### config.mk
export PLATFORM = sky130hd
export DESIGN_NAME = iic_arbiter
export DESIGN_NICKNAME = d
export VERILOG_FILES = /design/src/rtl/iic_pkg.sv /design/src/rtl/iic_arbiter_rr_pick.sv /design/src/rtl/iic_arbiter.sv
export SDC_FILE = /design/constraint.sdc
export NUM_CORES = 1
export LEC_CHECK = 0
export ABC_AREA = 1
export BUFFER_PORTS_ARGS = -buffer_cell sky130_fd_sc_hd__buf_4
export CORE_MARGIN = 1
export CORE_UTILIZATION = 38
export CTS_BUF_LIST = sky130_fd_sc_hd__clkbuf_2 sky130_fd_sc_hd__clkbuf_4 sky130_fd_sc_hd__clkbuf_8
export DETAILED_ROUTE_END_ITERATION = 8
export MAX_ROUTING_LAYER = met4
export PLACE_DENSITY = 0.95
export SYNTH_ARGS = -nofsm -noshare
export SYNTH_HDL_FRONTEND = slang
export SYNTH_SLANG_ARGS = --single-unit
### constraint.sdc
create_clock -name clk -period 1.9 [get_ports clk]
set_input_delay 0.19 -clock clk [delete_from_list [all_inputs] [get_ports clk]]
set_output_delay 0.19 -clock clk [all_outputs]
set_load 0.01 [all_outputs]
### src/rtl/iic_pkg.sv
// Shared types and widths for the IIC arbiter: FSM encoding, field widths,
// default start-watchdog limit.
package iic_pkg;

    localparam int SADDR_W            = 16;
    localparam int BYTE_W             = 8;
    localparam int DEF_TIMEOUT_CYCLES = 1024;

    typedef enum logic [2:0] {
        ST_IDLE      = 3'd0,
        ST_ISSUE     = 3'd1,
        ST_WAIT_BUSY = 3'd2,
        ST_WAIT_DONE = 3'd3,
        ST_DONE      = 3'd4
    } arb_state_t;

endpackage

### src/rtl/iic_arbiter_rr_pick.sv
// Combinational round-robin selector: first pending index after last_grant,
// wrapping around.
module rr_pick #(
    parameter int NUM_REQ = 2,
    parameter int IDX_W   = 1
) (
    input  logic [NUM_REQ-1:0] i_pending,
    input  logic [IDX_W-1:0]   i_last_grant,
    output logic [IDX_W-1:0]   o_grant_idx,
    output logic               o_grant_vld
);

    logic [IDX_W-1:0] w_idx;

    // Scan farthest-to-nearest so the closest candidate after last_grant wins.
    always_comb begin
        o_grant_idx = '0;
        o_grant_vld = 1'b0;
        w_idx       = '0;
        for (int k = NUM_REQ; k >= 1; k--) begin
            w_idx = IDX_W'((int'(i_last_grant) + k) % NUM_REQ);
            if (i_pending[w_idx]) begin
                o_grant_idx = w_idx;
                o_grant_vld = 1'b1;
            end
        end
    end

endmodule

### src/rtl/iic_arbiter.sv
// Round-robin arbiter sharing one iic_master among NUM_REQ requesters.
// Optional start watchdog in WAIT_BUSY enabled by IIC_ARB_TIMEOUT_EN.
module iic_arbiter
    import iic_pkg::*;
#(
    parameter int NUM_REQ        = 2,
    parameter int TIMEOUT_CYCLES = DEF_TIMEOUT_CYCLES
) (
    input  logic                       clk,
    input  logic                       rst_n,
    input  logic [NUM_REQ-1:0]         req_valid,
    input  logic [NUM_REQ-1:0]         req_slave_addr_ex,
    input  logic [SADDR_W*NUM_REQ-1:0] req_slave_addr,
    input  logic [NUM_REQ-1:0]         req_rw,
    input  logic [BYTE_W*NUM_REQ-1:0]  req_reg_addr,
    input  logic [BYTE_W*NUM_REQ-1:0]  req_data,
    input  logic [NUM_REQ-1:0]         req_brust_vaild,
    output logic [NUM_REQ-1:0]         req_grant,
    output logic [NUM_REQ-1:0]         req_brust_ready,
    output logic [NUM_REQ-1:0]         req_done,
    output logic [BYTE_W-1:0]          req_rdata,
    output logic [NUM_REQ-1:0]         req_err,
    output logic                       slave_addr_ex,
    output logic [SADDR_W-1:0]         slave_addr,
    output logic                       send_rw,
    output logic [BYTE_W-1:0]          reg_addr,
    output logic [BYTE_W-1:0]          send_data,
    output logic                       send_en,
    output logic                       brust_vaild,
    input  logic                       send_busy,
    input  logic                       brust_ready,
    input  logic [BYTE_W-1:0]          recv_data
);

    localparam int IDX_W = (NUM_REQ > 1) ? $clog2(NUM_REQ) : 1;
    localparam logic [NUM_REQ-1:0] ONE = NUM_REQ'(1);

    if (NUM_REQ < 2 || NUM_REQ > 8 || TIMEOUT_CYCLES < 2) begin : g_bad_cfg
        $error("iic_arbiter: NUM_REQ must be 2..8 and TIMEOUT_CYCLES >= 2");
    end

    arb_state_t         r_state;
    logic [NUM_REQ-1:0] r_pending;
    logic [IDX_W-1:0]   r_owner;
    logic [IDX_W-1:0]   r_last;
    logic               r_busy;

    logic [IDX_W-1:0]   w_pick_idx;
    logic               w_pick_vld;
    logic               w_take;
    logic               w_granted;
    logic               w_done;
    logic [NUM_REQ-1:0] w_owner_oh;
    logic [NUM_REQ-1:0] w_clr;

    rr_pick #(
        .NUM_REQ(NUM_REQ),
        .IDX_W  (IDX_W)
    ) u_pick (
        .i_pending   (r_pending),
        .i_last_grant(r_last),
        .o_grant_idx (w_pick_idx),
        .o_grant_vld (w_pick_vld)
    );

    assign w_take     = (r_state == ST_IDLE) && w_pick_vld;
    assign w_clr      = w_take ? (ONE << w_pick_idx) : '0;
    assign w_granted  = (r_state != ST_IDLE);
    assign w_done     = (r_state == ST_DONE);
    assign w_owner_oh = ONE << r_owner;

    // A new pulse in the same cycle as the grant-clear must survive.
    always_ff @(posedge clk or negedge rst_n) begin
        if (!rst_n) r_pending <= '0;
        else        r_pending <= (r_pending & ~w_clr) | req_valid;
    end

`ifdef IIC_ARB_TIMEOUT_EN
    localparam int CNT_W = $clog2(TIMEOUT_CYCLES + 1);
    logic [CNT_W-1:0] r_cnt;
    logic             r_err;
`endif

    // Busy is sampled through one register, so completion lands two cycles
    // after the master drops busy.
    always_ff @(posedge clk or negedge rst_n) begin
        if (!rst_n) begin
            r_state <= ST_IDLE;
            r_owner <= '0;
            r_last  <= IDX_W'(NUM_REQ - 1);
            r_busy  <= 1'b0;
`ifdef IIC_ARB_TIMEOUT_EN
            r_cnt   <= '0;
            r_err   <= 1'b0;
`endif
        end else begin
            r_busy <= send_busy;
            case (r_state)
                ST_IDLE: begin
                    if (w_take) begin
                        r_owner <= w_pick_idx;
                        r_state <= ST_ISSUE;
                    end
                end
                ST_ISSUE: begin
`ifdef IIC_ARB_TIMEOUT_EN
                    r_cnt   <= '0;
                    r_err   <= 1'b0;
`endif
                    r_state <= ST_WAIT_BUSY;
                end
                ST_WAIT_BUSY: begin
                    if (r_busy) begin
                        r_state <= ST_WAIT_DONE;
                    end
`ifdef IIC_ARB_TIMEOUT_EN
                    else if (r_cnt == CNT_W'(TIMEOUT_CYCLES - 1)) begin
                        r_err   <= 1'b1;
                        r_state <= ST_DONE;
                    end else begin
                        r_cnt <= r_cnt + 1'b1;
                    end
`endif
                end
                ST_WAIT_DONE: begin
                    if (!r_busy) r_state <= ST_DONE;
                end
                ST_DONE: begin
                    r_last  <= r_owner;
                    r_state <= ST_IDLE;
                end
                default: r_state <= ST_IDLE;
            endcase
        end
    end

    assign req_grant       = w_granted ? w_owner_oh : '0;
    assign req_done        = w_done ? w_owner_oh : '0;
    assign req_rdata       = w_done ? recv_data : '0;
    assign req_brust_ready = (w_granted && brust_ready) ? w_owner_oh : '0;
    assign send_en         = (r_state == ST_ISSUE);

`ifdef IIC_ARB_TIMEOUT_EN
    assign req_err = (w_done && r_err) ? w_owner_oh : '0;
`else
    assign req_err = '0;
`endif

    assign slave_addr_ex = w_granted & req_slave_addr_ex[r_owner];
    assign send_rw       = w_granted & req_rw[r_owner];
    assign brust_vaild   = w_granted & req_brust_vaild[r_owner];
    assign slave_addr    = w_granted ? req_slave_addr[int'(r_owner)*SADDR_W +: SADDR_W] : '0;
    assign reg_addr      = w_granted ? req_reg_addr[int'(r_owner)*BYTE_W +: BYTE_W] : '0;
    assign send_data     = w_granted ? req_data[int'(r_owner)*BYTE_W +: BYTE_W] : '0;

endmodule

# == Yosys cells after proc, flatten, opt, wreduce, memory -nomap -nowiden ==
# Cells that the tools add are included.
# W data, S select, Z words.
# word_totals
ff_bits,8
word_cells,60
# classes
add_sub_neg,2
magnitude_cmp,3
n_eq_ne,7
shifts,5
muxes,26
bitwise,6
n_reduce_logical,6
# op_table
op,count
$shiftx A16 B5 Y8,2
$shiftx A32 B6 Y16,1
$mux W8,3
$mux W16,1
$mux W1,14
$pmux W3 S4,1
$mux W3,3
$mux W2,4
$eq A3 B2 Y1 const B,2
$lt A1 B2 Y1 const B,3
$ne A2 B2 Y1 const B,3
$shl A1 B1 Y2 const A,2
$and A1 B1 Y1,3
$eq A3 B1 Y1 const B,1
$eq A3 B3 Y1 const B,1
$logic_not A3 Y1,1
$reduce_and A3 Y1,1
$reduce_bool A3 Y1,1
$add A1 B1 Y1 const B,2
$and A2 B2 Y2,1
$logic_and A1 B1 Y1,2
$not A2 Y2,1
$or A2 B2 Y2,1
$reduce_and A2 Y1,1

# == Longest topological paths before layout ==
# Gate-level depths: netlist (run 1).
# logic_depth
ltp_word,10
depth_mapped,7
mapped_depth_nobuf,6

# == Modules after synthesis ==
# A second synthesis (run 1) with hierarchy kept.
# unflattened
hier_cells,264
hier_area_um2,1253.7
# modules_own_cells
module,instances,cells_per_inst,area_per_inst_um2
iic_arbiter,1,261,1238.7
rr_pick,1,3,15.0

# == Worst setup path before layout (run 1) ==
# Ideal clock, no wire load.
# synth_timing
path_type,register -> output
from,register r_state[0]
to,output port reg_addr[4]
t_arrival_ns,0.986
required_time_ns,1.710
path_slack_ns,0.724
stages_incl_launch_ff,7
path_buffers,2
cell_sequence,dfrtp_1 > nor2_4 > nand2_2 > buf_6 > buf_6 > nand2_1 > inv_1
# synth_between
elab_chain_cells,2
# synth_rtl
item,line_no,source
"start, declared",iic_arbiter.sv:42,arb_state_t r_state;
"start signal, assigned",iic_arbiter.sv:88,r_state <= ST_IDLE;
"start signal, assigned",iic_arbiter.sv:102,r_state <= ST_ISSUE;
"start signal, assigned",iic_arbiter.sv:110,r_state <= ST_WAIT_BUSY;
$reduce_bool A3 Y1,iic_arbiter.sv:68,assign w_granted = (r_state != ST_IDLE);
$mux W8,iic_arbiter.sv:153,assign reg_addr = w_granted ? req_reg_addr[int'(r_owner)*BYTE_W +: BYTE_W] : '0;
"end, declared",iic_arbiter.sv:26,"output logic [BYTE_W-1:0] reg_addr,"
# Every way passes these cells.

# == Worst setup path after layout (run 1) ==
# layout_timing
from,register r_state[0]
to,output port slave_addr[8]
# layout_between
elab_chain_cells,2
# layout_rtl
item,line_no,source
$reduce_bool A3 Y1,iic_arbiter.sv:68,
$mux W16,iic_arbiter.sv:152,assign slave_addr = w_granted ? req_slave_addr[int'(r_owner)*SADDR_W +: SADDR_W] : '0;
"end, declared",iic_arbiter.sv:24,"output logic [SADDR_W-1:0] slave_addr,"
# Every way passes these cells.

==> results of run 1 <==
-- area by class of cell --
| class | count | area share, % |
|---|---|---|
| Tap cell | 44 | 2.43 |
| Multi-Input combinational cell | 183 | 32.2 |
| Inverter | 55 | 9.10 |
| Sequential cell | 8 | 8.88 |
| Timing Repair Buffer | 139 | 46.1 |
| Clock buffer | 4 | 1.32 |
-- per-stage QoR --
stage	setup WS (ps)	hold WS, ps	area, um2	instances
floorplan	724	-106	1230	261
global placement	305	11.1	2220	428
detailed placement	269	14.4	2220	428
CTS	130	26.4	2270	433
global route	0.755	11.9	2270	433
finish	132	30.0	2270	433
-- worst min path at each step --
stage / to / slack, ps / cells past startpoint
global placement: r_busy / 10 / 1
global route: r_busy / 10 / 1
finish: r_busy / 30 / 1
floorplan: r_busy / -110 / 0
detailed placement: r_state[0] / 10 / 1
CTS: r_busy / 30 / 1
-- sequential cells by signal, summed over array words and instances (netlist names) --
signal	count
r_state	3
r_owner	1
r_busy	1
r_last	1
r_pending	2
-- layer usage --
layer  GRT usage [%]  vias up  share of wire (%)  wire [um]
met2            44.5       78                 53       2190
met5               -        -                  0          0
met1            24.3      801                 37       1530
met4            6.12        0               0.61         25
li1                -      985                  -          -
met3            4.40        4                8.9        366
-- critical path, stage by stage (launching register included) --
cell and delay, ps:
dfrtp_1 450, nor2_4 170, nand2_4 200, buf_4 250
nand2_1 80, inv_1 40, buf_4 130
-- placed cells by master, fill, tap and decap left out, types with 2 or more instances in the layout --
master,count
nand2_1,153
buf_4,138
inv_1,54
nor2_1,14
dfrtp_1,7
nand4_1,4
clkbuf_4,4
nand3_1,3
o21ai_0,3
nor2_4,2
conb_1,2
-- kinds of logic (layout without fill, tap and decap cells) --
group           after synthesis  after routing  synth area share [%]
simple gates                177            177                  56.9
buf+inv                      70            198                  24.5
flops                         8              8                  16.5
compound gates                4              4                  1.84
other cells                   1              2                 0.307
-- where the power goes --
part,leakage (nW),total [W],internal (W),switching [W]
logic,1.55,0.00249,0.00113,0.00137
clock network,0.0184,0.000161,0.0000951,0.0000654
registers,0.0903,0.000316,0.000245,0.0000712
-- what timing repair did --
| item | in CTS | in global routing |
|---|---|---|
| gates resized for setup | 1 | 0 |
| buffers inserted | 0 | 0 |
| hold buffers | 1 | 0 |
| setup endpoints to repair | 14 | 0 |
| hold endpoints to repair | 8 | 0 |
==> results.yml, run 1 <==
status:
  outcome: "complete, no violations"
critical_path:
  endpoint_kind: "output pin"
  r2r_cells: 6
  startpoint: "r_state[0]"
  crit_path_end: "slave_addr[8]"
  crit_required_ps: 1710
  reg2reg_slack_ps: 630
  crit_arrival_ps: 1580
  crit_path_max_fanout: 26
  timing.rr.start: "r_state[0]"
  worstSetupPathType: "reg -> out"
  cp-start-kind: "flip-flop"
  r2r_end: "r_pending[1]"
route:
  wl_um: 4110
  via_per_inst: 4.31
  routedWlPerCell_um: 9.48
  drtAntennaViolNets: 0
  dr.pass1.iters: 4
  num_vias: 1868
  drc: 0
  drtIter0Drc: 104
floorplanning:
  start_util_pct: 40.0
  core_area_um2: 3050
  chipHeight_um: 58.7
  die-width_um: 58.7
  io_pins: 136
  dieArea_um2: 3450
  placement_rows: 20
global_routing:
  grt_usage_pct: 23.3
  grt_pass1_vias: 1529
  grt_max_degree: 27
  grt.overflow.total: 0
  antenna_found_initial: 0
  grt_pass1_wl_um: 6150
pwr:
  peakVddDrop_mv: 0.651
  power_density_nw_per_um2: 1310
  power.total_w: 0.00297
  power.leakage_nw: 1.66
finish:
  syn2layout_area_growth_pct: 85.7
  drive_gt1_share_pct: 37.8
  antenna_cells: 0
  fillers: 292
  ff_latch_area_um2: 201
  nets: 474
  multiInputGateArea_um2: 731
  post-route-util_pct: 74.3
synthesis:
  async_flop_share_pct: 100
  ys.warnings.count: 0
  synth_cell_types: 17
  syn_area_um2: 1220
  synth_edf_count: 0
  ys_ff_latch: 8
  avgSynthCellArea_um2: 4.70
  synth_top_area_share_pct: 47.0
  ys_top_cells_by_area: "nand2_1 (47%), inv_1 (17%), dfrtp_1 (14%), nor2_1 (4.3%), buf_2 (3.3%)"
  synth_top_cells_by_count: "nand2_1 (153), inv_1 (54), nor2_1 (14)"
  synth_top_cell_by_area: "nand2_1"
  synthCells: 260
  yosysMostFrequentCell: "nand2_1"
  ys_seq_area_share_pct: 16.5
  synth-main-ff-cell: "dfrtp_1"
sta:
  rsz0062_at_grt: "false"
  max_freq_mhz: 566
  tns_ps: 0
  hold_viol: 0
  min_period_ps: 1770
  finalMaxSlewViolations: 0
  skew_ps: 10.0
  setup_viol: 0
  fin_crit_sh_pct: 93.0
cts:
  cts_sinks: 8
  clockBufferDepth: 2
  cts-root-buf: "clkbuf_4"
  cts_tree: "yes"
  clock_latency_ps: 260
  htree_levels: 1
  cts_made_buffers: 3
  cts.clk_slew.worst_paths_ps: 60
placement:
  gp_congestion: 0.852
  place_hpwl_um: 3270
  io_buffer_count: 133
hold_path:
  hp-start: "send_busy"
  hold_class: "in -> reg"
job:
  drv_cap: 0
No activity file was read; power rests on OpenSTA's default activity.
==> run 2: changes to the inputs <==
--- a/config.mk
+++ b/config.mk
@@ -9,7 +9,7 @@
 export BUFFER_PORTS_ARGS = -buffer_cell sky130_fd_sc_hd__buf_4
 export CORE_MARGIN = 1
 export CORE_UTILIZATION = 38
-export CTS_BUF_LIST = sky130_fd_sc_hd__clkbuf_2 sky130_fd_sc_hd__clkbuf_4 sky130_fd_sc_hd__clkbuf_8
+export CTS_BUF_LIST = sky130_fd_sc_hd__clkbuf_8
 export DETAILED_ROUTE_END_ITERATION = 8
 export MAX_ROUTING_LAYER = met4
 export PLACE_DENSITY = 0.95
==> results.yml, run 2 (synthesis results as in run 1) <==
status:
  outcome: "complete, no violations"
pwr:
  p_int_w: 0.00151
  power.leakage_nw: 1.67
  power_density_nw_per_um2: 1330
  swShare_pct: 50.1
  combPwrFrac_pct: 82.4
  clkPwrFrac_pct: 7.1
  p_seq_share_pct: 10.5
  p_sw_w: 0.00152
  peakVddDrop_mv: 0.719
critical_path:
  cp_top_family: "simple AND/OR/NAND/NOR gates"
  crit_arrival_ps: 1550
  crit_path_max_fanout: 26
  crit_chain: "nor2_4 > nand2_4 > buf_4 > nand2_1 > inv_1 > buf_4"
  cp-start-kind: "flip-flop"
  crit_path_top_delay_cell: "dfrtp_1"
  cp_common_cell: "buf_4"
  worstPathBufferInverterCount: 3
  crit_required_ps: 1710
  worstSetupPathType: "reg -> out"
  endpoint_kind: "output pin"
  crit_path_max_incr_delay_ps: 430
finish:
  antenna_cells: 0
  largest_reg_flops: 3
  fillers: 286
  nets: 474
  top_regs: "r_state x3, r_pending x2"
  syn2layout_area_growth_pct: 86.9
  fin_cells: 433
  regMostFlops: "r_state"
  most-common-layout-cells: "nand2_1 (153), buf_4 (138), inv_1 (55), nor2_1 (14), dfrtp_1 (7)"
  drive_gt1_share_pct: 37.5
  layout.cells.most_common: "nand2_1"
job:
  drv_cap: 0
floorplanning:
  io_pins: 136
  core_area_um2: 3050
  die-width_um: 58.7
  dieArea_um2: 3450
  start_util_pct: 40.0
  chipHeight_um: 58.7
  placement_rows: 20
route:
  num_vias: 1864
  m1WireLength_um: 1550
  drtIter0Drc: 95
  wl_um: 4130
  dr_wl_met3_um: 359
  routedWlPerCell_um: 9.54
  dr.pass1.iters: 4
  drtAntennaViolNets: 0
  via_per_inst: 4.30
  drc: 0
  wl_met2_um: 2200
  routed.top_layer: "met4"
sta:
  skew_ps: 4.59
  tns_ps: 0
  fin_crit_sh_pct: 91.5
  min_period_ps: 1740
  finalMaxSlewViolations: 0
  setup_viol: 0
  hold_viol: 0
  rsz0062_at_grt: "false"
  max_freq_mhz: 575
global_routing:
  antenna_found_initial: 0
  grt_pass1_vias: 1518
  grt_pass1_wl_um: 6100
  grt_max_degree: 27
  grt.overflow.total: 0
  grt_usage_pct: 23.2
cts:
  htree_levels: 1
  cts_tree: "yes"
  cts_sinks: 8
  cts_made_buffers: 3
  post_cts_buffers: 0
  cts-root-buf: "clkbuf_8"
  cts.clk_slew.worst_paths_ps: 50
  clock_latency_ps: 230
  clockBufferDepth: 2
placement:
  place_hpwl_um: 3270
  gp_congestion: 0.852
  place_inst: 428
  io_buffer_count: 133
hold_path:
  hold_class: "in -> reg"
-- run 2: changes by cell type in the layout (fill, tap and decap cells not counted) --
cell	before	now
inv_1	54	55
clkbuf_8	0	3
clkbuf_4	4	0
-- run 2: path summary, 6_finish.rpt --
path,cells past startpoint,end,slack (ps),from
max,6,slave_addr[8],160,r_state[0]
min,1,r_busy,60,send_busy
max reg2reg,6,r_pending[1],630,r_state[0]
min reg2reg,2,r_last,490,r_last
max in group asynchronous,2,r_last,1380,rst_n
min in group asynchronous,2,r_busy,300,rst_n
-- run 2: what timing repair did --
action	4_1_cts	5_1_grt
endpoints found under the hold margin	8	0
hold buffers	1	0
setup endpoints to repair	0	14
resized for setup	0	1
-- run 2: cell type report --
cell class | instances | area [um2] | share of cell area [%]
flip-flops and latches | 8 | 201 | 8.82
inverters | 55 | 206 | 9.04
clock inverters | 1 | 3.75 | 0.164
clock buffers | 3 | 41.3 | 1.81
repair buffers | 139 | 1050 | 45.8
well taps | 44 | 55.1 | 2.41
multi-input cells | 183 | 731 | 32.0
-- run 2: per-stage QoR --
step	setup slack (ps)	hold slack [ps]	area [um2]	power (W)	utilization, %
6_report	161	64.3	2280	0.00303	74.8
2_1_floorplan	724	-106	1230	0.00178	-
3_3_place_gp	305	11.1	2220	0.00275	72.9
4_1_cts	2.25	64.2	2280	0.00303	74.7
3_5_place_dp	269	14.4	2220	0.00280	72.9
5_1_grt	36.7	52.4	2280	0.00334	74.8
-- run 2: power by group through the flow --
| stage | sequential, W | clock (W) | combinational, W |
|---|---|---|---|
| floorplan | 0.000299 | 0 | 0.00148 |
| global placement | 0.000309 | 0 | 0.00244 |
| detailed placement | 0.000317 | 0 | 0.00249 |
| CTS | 0.000314 | 0.000218 | 0.00250 |
| global route | 0.000328 | 0.000232 | 0.00279 |
| finish | 0.000317 | 0.000215 | 0.00249 |
-- run 2: metal layers --
metal | vias up | track usage, %
met3 | 2 | 5.27
met4 | 0 | 5.78
met2 | 75 | 43.5
li1 | 986 | -
met5 | - | -
met1 | 801 | 24.3
-- run 2: worst register-to-register path: stages, from the launching register on --
cell and delay, ps:
dfrtp_1 430, nor2_4 180, nand2_4 200, nor2_4 150
nand2_1 80, nand2_1 80, nand2_1 40
==> run 3: changes to the inputs <==
--- a/config.mk
+++ b/config.mk
@@ -12,7 +12,7 @@
 export CTS_BUF_LIST = sky130_fd_sc_hd__clkbuf_8
 export DETAILED_ROUTE_END_ITERATION = 8
 export MAX_ROUTING_LAYER = met4
-export PLACE_DENSITY = 0.95
+export PLACE_DENSITY = 0.88
 export SYNTH_ARGS = -nofsm -noshare
 export SYNTH_HDL_FRONTEND = slang
 export SYNTH_SLANG_ARGS = --single-unit
==> results.yml, run 3 (synthesis results as in run 1) <==
global_routing:
  grt_pass1_wl_um: 6290
  grt_pass1_vias: 1548
  grt_usage_pct: 24.1
  grt.overflow.total: 0
  grt_max_degree: 27
  antenna_found_initial: 0
placement:
  gp_congestion: 0.797
  place_hpwl_um: 3330
  io_buffer_count: 133
cts:
  clock_latency_ps: 240
  cts_sinks: 8
  cts.clk_slew.worst_paths_ps: 50
  clockBufferDepth: 2
  cts_made_buffers: 3
  cts_tree: "yes"
  htree_levels: 1
  cts-root-buf: "clkbuf_8"
  post_cts_buffers: 0
sta:
  min_period_ps: 1730
  max_freq_mhz: 578
  tns_ps: 0
  setup_viol: 0
  finalMaxSlewViolations: 0
  rsz0062_at_grt: "false"
  skew_ps: 9.01
  hold_viol: 0
  fin_crit_sh_pct: 91.0
floorplanning:
  placement_rows: 20
  start_util_pct: 40.0
  die-width_um: 58.7
  core_area_um2: 3050
  chipHeight_um: 58.7
  io_pins: 136
  dieArea_um2: 3450
route:
  via_per_inst: 4.16
  routedWlPerCell_um: 9.57
  wl_um: 4140
  drtIter0Drc: 71
  dr.pass1.iters: 5
  drc: 0
  num_vias: 1800
  drtAntennaViolNets: 0
status:
  outcome: "complete, no violations"
critical_path:
  crit_arrival_ps: 1540
  crit_path_max_fanout: 26
  crit_required_ps: 1710
  endpoint_kind: "output pin"
  cp-start-kind: "flip-flop"
  worstSetupPathType: "reg -> out"
finish:
  fillers: 296
  nets: 474
  most-common-layout-cells: "nand2_1 (153), buf_4 (138), inv_1 (55), nor2_1 (14), dfrtp_1 (7)"
  top_regs: "r_state x3, r_pending x2"
  layout.cells.most_common: "nand2_1"
  syn2layout_area_growth_pct: 86.9
  drive_gt1_share_pct: 37.5
  post-route-util_pct: 74.8
  antenna_cells: 0
  largest_reg_flops: 3
  regMostFlops: "r_state"
hold_path:
  hold_class: "in -> reg"
job:
  drv_cap: 0
pwr:
  power_density_nw_per_um2: 1320
  power.leakage_nw: 1.67
  peakVddDrop_mv: 0.778
==> run 3: cell counts in the layout (fill, tap and decap cells not counted) <==
Identical to the previous run, type by type.
==> run 3: worst paths after layout <==
kind | from | endpoint | slack (ps) | cells past startpoint
hold / removal | send_busy | r_busy | 70 | 1
hold reg to reg | r_pending[1] | r_pending[1] | 500 | 2
min in group asynchronous | rst_n | r_state[1] | 310 | 2
setup reg to reg | r_state[0] | r_pending[0] | 460 | 5
setup / recovery | r_state[0] | slave_addr[8] | 170 | 6
max in group asynchronous | rst_n | r_last | 1370 | 2
==> run 3: area by class of cell <==
type                    count  area, um2  area share [%]
clock buffers               3       41.3            1.81
clock inverters             1       3.75           0.164
inverters                  55        206            9.04
multi-input cells         183        731            32.0
flip-flops and latches      8        201            8.82
well taps                  44       55.1            2.41
repair buffers            139       1050            45.8
==> run 3: power by group <==
group          total [W]  internal, W  switching, W
Clock           0.000213     0.000140     0.0000731
Sequential      0.000313     0.000246     0.0000672
Combinational    0.00249      0.00113       0.00136
Total            0.00301      0.00151       0.00150
==> run 3: metrics by stage <==
step	cell area [um2]	hold WS (ps)	total power, W	instances	setup WS (ps)
floorplan	1230	-106	0.00178	261	724
detailed placement	2220	12.7	0.00281	428	257
CTS	2280	59.5	0.00305	433	147
finish	2280	67.6	0.00301	433	170
global placement	2220	10.0	0.00276	428	323
global route	2280	55.2	0.00335	433	41.0
==> run 3: routing by layer <==
metal	GRT usage (%)	wire length, um
met2	46.0	2150
met1	24.5	1540
met3	6.37	421
met4	5.44	36
met5	-	0
==> run 3: timing repair <==
action,in CTS,in global routing
hold buffers,1,0
endpoints found under the setup margin,1,0
endpoints found under the hold margin,8,0
resized for setup,1,0
==> run 3: worst max-delay path: stages (launching register included) <==
cell     delay, ps
dfrtp_1        430
nor2_4         170
nand2_4        190
buf_4          250
nand2_1         80
inv_1           40
buf_4          130
